$ cat src/rtl/wam_scr.sv
// wam_scr: whack-a-mole score counter.
// Detects rising edges on each hit line and adds the number of new hits
// to a 3-digit BCD score that wraps modulo 1000. cout0 flags a carry out
// of the ones digit on the update that produced it.
module wam_scr #(
  parameter int DIGITS = 3,
  parameter int HITS   = 8
) (
  input  logic                  clk,
  input  logic                  clr,
  input  logic [HITS-1:0]       hit,
  output logic [4*DIGITS-1:0]   num,
  output logic                  cout0
);

  logic [HITS-1:0] hit_q;
  logic [HITS-1:0] rise;
  logic [3:0]      n;

  logic [3:0] d0_q, d0_d;
  logic [3:0] d1_q, d1_d;
  logic [3:0] d2_q, d2_d;
  logic       cout0_q, cout0_d;

  logic [4:0] s0;
  logic [4:0] s0_wrap;
  logic       c0;
  logic       c1;

  // Per-line rising-edge detect against the previous sample.
  for (genvar gi = 0; gi < HITS; gi++) begin : g_rise
    assign rise[gi] = hit[gi] & ~hit_q[gi];
  end

  // Count how many lines rose this cycle (0..8 fits in 4 bits).
  always_comb begin
    n = 4'd0;
    for (int i = 0; i < HITS; i++) begin
      n = n + {3'd0, rise[i]};
    end
  end

  // BCD add of n into the ones digit, rippling a single carry upward.
  always_comb begin
    d0_d    = d0_q;
    d1_d    = d1_q;
    d2_d    = d2_q;
    c0      = 1'b0;
    c1      = 1'b0;
    s0      = {1'b0, d0_q} + {1'b0, n};
    s0_wrap = s0 - 5'd10;

    if (s0 > 5'd9) begin
      d0_d = s0_wrap[3:0];
      c0   = 1'b1;
    end else begin
      d0_d = s0[3:0];
    end

    if (c0) begin
      if (d1_q == 4'd9) begin
        d1_d = 4'd0;
        c1   = 1'b1;
      end else begin
        d1_d = d1_q + 4'd1;
      end
    end

    // Hundreds wraps to zero with no overflow indication.
    if (c1) begin
      if (d2_q == 4'd9) begin
        d2_d = 4'd0;
      end else begin
        d2_d = d2_q + 4'd1;
      end
    end

    cout0_d = c0;
  end

  // State registers; clear wins over any edge seen in the same cycle, and the
  // hit sample is still captured so lines high at release never score.
  always_ff @(posedge clk) begin
    hit_q <= hit;
    if (clr) begin
      d0_q    <= 4'd0;
      d1_q    <= 4'd0;
      d2_q    <= 4'd0;
      cout0_q <= 1'b0;
    end else begin
      d0_q    <= d0_d;
      d1_q    <= d1_d;
      d2_q    <= d2_d;
      cout0_q <= cout0_d;
    end
  end

  assign num   = {d2_q, d1_q, d0_q};
  assign cout0 = cout0_q;

endmodule

$ cat config.mk
export PLATFORM = sky130hd
export DESIGN_NAME = wam_scr
export DESIGN_NICKNAME = d
export VERILOG_FILES = /design/src/rtl/wam_scr.sv
export SDC_FILE = /design/constraint.sdc
export NUM_CORES = 1
export LEC_CHECK = 0
export CAP_MARGIN = 30
export CORE_ASPECT_RATIO = 1.75
export CORE_MARGIN = 2
export CORE_UTILIZATION = 45
export CTS_CLUSTER_DIAMETER = 80
export DETAILED_ROUTE_END_ITERATION = 10
export PLACE_DENSITY = 0.73
export RECOVER_POWER = 25
export SLEW_MARGIN = 20
export SYNTH_ARGS = -nofsm -noshare
export SYNTH_HDL_FRONTEND = slang
export SYNTH_SLANG_ARGS = --single-unit
$ cat constraint.sdc
create_clock -name clk -period 7.2 [get_ports clk]
set_input_delay 1.44 -clock clk [delete_from_list [all_inputs] [get_ports clk]]
set_output_delay 1.44 -clock clk [all_outputs]
set_load 0.02 [all_outputs]
==> reports/summary.md <==
The antenna diode instance count came out at 0. Leaving out filler cells and counting taps, the final layout contains 157. For this configuration, the core starts out at a cell density of 46.04%.

Dividing the detail-routed via count by the number of cells gives 5.299. The type of origin of the critical path is a primary input. Clock tree synthesis found a total of 21 sinks. The critical path is of the primary input to flop type. Across the run, the number of max-cap violations was 0. The count of buffers from port buffering is 22, and the number of hold-slack violations in the final timing report is 0.

At the end of the flow the core is filled with cells to 58.97%. After technology mapping, the gate count stands at 108. Setup repair after global routing left no endpoint under its margin.

The warning count from the yosys run was 0; the remaining antenna violation count after routing was 0. TritonCTS built the clock tree. Floorplan die area: 2711 um2.

The count of instances resized after the clock tree is built was 0; the H-tree depth was 1. OpenSTA, run right after detailed placement, puts the worst setup slack at 0.7417 ns. After synthesis, the share of flip-flops with an asynchronous set or reset is 0%. The first detailed-routing pass took 4 iterations. For this run, the register share of the synthesized area comes to 40.68%. The tools report the pin count of the biggest net entering global routing as 17. The run gives 3236 um as the first-pass GRT wire length.

For this block, the initial DRC count from the detailed router was 8. Dividing total power by cell area gives a power density of 350.4 nW/um2. The horizontal die dimension was 40.23 um; the highest achievable clock rate was 0.1603 GHz. Master cell of the clock root buffer: clkbuf_8. The per-instance average area after synthesis came out at 9.569 um2. The most used flip-flop cell after synthesis is dfxtp_1. The CTS buffer count came out at 3. The worst path in the final design needs a cycle of 6.237 ns, including I/O delays and setup. STA puts the critical path data required time at 7.39 ns. The run finished with clean final reports. The run gives 0 as the number of max-slew violations in the final report. Number of antenna violations at the first check in global routing: 0. The final cycle utilization of the critical path works out to 86.62%. The synthesized design contains 0 enable-type register cells. The area taken by multi-input logic gates is 575.6 um2, and the total global routing overflow is 0. The die outline height came out at 67.40 um. The hold-fix buffer count after cts was 0.

Setup violations remaining at the end of the flow were counted as 0. For this design the static power due to leakage is 0.5268 nW. Of all nets on the critical path, the largest fanout is 16. The I/O pin count is 23, and the post-synthesis net count is 131. The path class of the tightest hold or removal check is flop to flop.

The core region is 2245 um2. In this run the tightest slew margin relative to its limit is 58.71%. In the final layout, flip-flops and latches occupy 420.4 um2. Area overhead of the layout relative to synthesis: 28.09%. After detailed routing, the number of remaining DRC violations is 0. The sum of routed wire length over all layers is 2064 um.

After synthesis the cells add up to 1033 um2. The number of placed instances, taps included, is 153. In the final routed layout, each cell accounts on average for 13.15 um. The logs give 1651 um for the half-perimeter wire length after detailed placement and 6.42 ns for the worst path arrival time. Routability-driven placement finished with a final weighted congestion of 0.7073. The tools report the worst-case clock buffer depth as 2.

The tools report the post-synthesis cell type count as 30. After synthesis the netlist holds a flip-flop and latch count of 21. Clock-pin slew was measured on the worst setup and hold paths at 0.07 ns. The final-layout fill cell count was 213. The tools report the via count of the first global-routing pass as 766. For the worst-skew pair, the clock arrives at the later sink with an insertion delay of 0.26 ns.

The transition time at the pin with the least slew margin is 0.6141 ns, and the fraction of final layout cells sized beyond drive strength 1 is 3.030%. The net count of the finished layout is 156. The global router's overall resource usage was 17.53%.

The maximum VDD drop was 0.2252 mV; the via total after detailed routing was 832. The aggregate negative setup slack is 0 ns, and the clock skew after layout is 0.001688 ns. The run gives 0 as the post-CTS setup buffer count. The final worst setup slack was 0.9632 ns. The worst setup path is captured at a flop. The overall power was 0.0004638 W; the number of placement rows was 23.
-- layout by cell type (no fill, tap or decap) --
| master | instances |
|---|---|
| dfxtp_1 | 21 |
| clkdlybuf4s50_1 | 14 |
| inv_1 | 8 |
| nor2b_1 | 8 |
| a21oi_1 | 8 |
| ha_1 | 8 |
| dlygate4sd3_1 | 8 |
| nor2_1 | 7 |
| o21ai_0 | 6 |
| fa_1 | 5 |
| nor3_1 | 4 |
| nand2_1 | 4 |
| nand2b_1 | 3 |
| nand3_1 | 3 |
| or3_1 | 3 |
| clkbuf_8 | 3 |
| o31ai_1 | 2 |
| or4_1 | 2 |
| xnor2_1 | 1 |
| and3_1 | 1 |
| a32o_1 | 1 |
| a21o_1 | 1 |
| o31a_1 | 1 |
| o211ai_1 | 1 |
| o41ai_1 | 1 |
| a41oi_1 | 1 |
| o311ai_1 | 1 |
| and3b_1 | 1 |
| nand3b_1 | 1 |
| a31oi_1 | 1 |
| and2_1 | 1 |
| a211oi_1 | 1 |
| clkinv_2 | 1 |
-- power breakdown --
part | total [W] | internal [W] | switching (W)
Clock | 0.0000755 | 0.0000385 | 0.0000371
Combinational | 0.000246 | 0.000106 | 0.000140
Sequential | 0.000142 | 0.000133 | 0.00000962
Total | 0.000464 | 0.000277 | 0.000187
-- path summary, 6_finish.rpt --
kind | startpoint | end | slack (ns) | cells past startpoint
setup / recovery | hit[0] | d2_q[1] | 0.96 | 15
setup reg to reg | hit_q[0] | d2_q[1] | 2.32 | 14
hold reg to reg | d2_q[0] | d2_q[0] | 0.51 | 2
hold / removal | d2_q[0] | d2_q[0] | 0.51 | 2
-- metal layers --
metal / vias up / share of wire, % / GRT usage, %
met2: 15 / 57 / 31.65
met4: 0 / 0.92 / 6.250
li1: 430 / - / -
met1: 385 / 38 / 18.63
met5: - / 0 / 0
met3: 2 / 4.2 / 3.947
-- per-stage QoR --
step | hold WS, ns | instance area (um2)
final | 0.5111 | 1324
after global routing | 0.5450 | 1324
after CTS | 0.5111 | 1324
after detailed placement | 0.4947 | 1277
after global placement | 0.4896 | 1277
after floorplan | 0.5703 | 1033
-- sequential cells by signal, indices dropped and copies added (netlist names) --
| signal | cells |
|---|---|
| d2_q | 4 |
| d0_q | 4 |
| hit_q | 8 |
| cout0 | 1 |
| d1_q | 4 |
-- layout make-up --
class	count	area share [%]
clock inverter	1	0.3781
multi-input combinational	77	43.48
sequential	21	31.76
inverter	8	2.268
tap	25	2.363
clock buffer	3	3.119
timing repair buffer	22	16.64
-- cell usage after synthesis, drive strengths merged (2+ instances only) --
cell type,n,area (um2)
a21oi,8,40.04
clkbuf,2,7.510
dfxtp,21,420.4
fa,5,100.1
ha,8,100.1
inv,8,30.03
nand2,4,15.01
nand2b,3,18.77
nand3,3,15.01
nor2,7,26.28
nor2b,8,50.05
nor3,4,20.02
o21ai,6,30.03
o31ai,2,15.01
or3,3,18.77
or4,2,15.01
-- critical path, cell delays in order --
cell	delay, ns
dlygate4sd3_1	0.54
nand2b_1	0.08
fa_1	0.53
inv_1	0.05
fa_1	0.50
fa_1	0.52
fa_1	0.47
fa_1	0.41
xnor2_1	0.35
ha_1	0.22
nand2_1	0.06
a32o_1	0.21
o31a_1	0.40
or4_1	0.51
a21oi_1	0.12
-- cells by family (layout without fill, tap and decap cells) --
kind of cell,count (synthesis),after routing,share of synthesized area [%]
and+or+nand+nor,38,38,20.10
AOI/OAI and AO/OA,25,25,15.38
DFF,21,21,40.68
adders and majority gates,13,13,19.37
buffers and inverters,10,34,3.632
xor gates and xnor gates,1,1,0.8476
(Power assumes the default switching activity.)
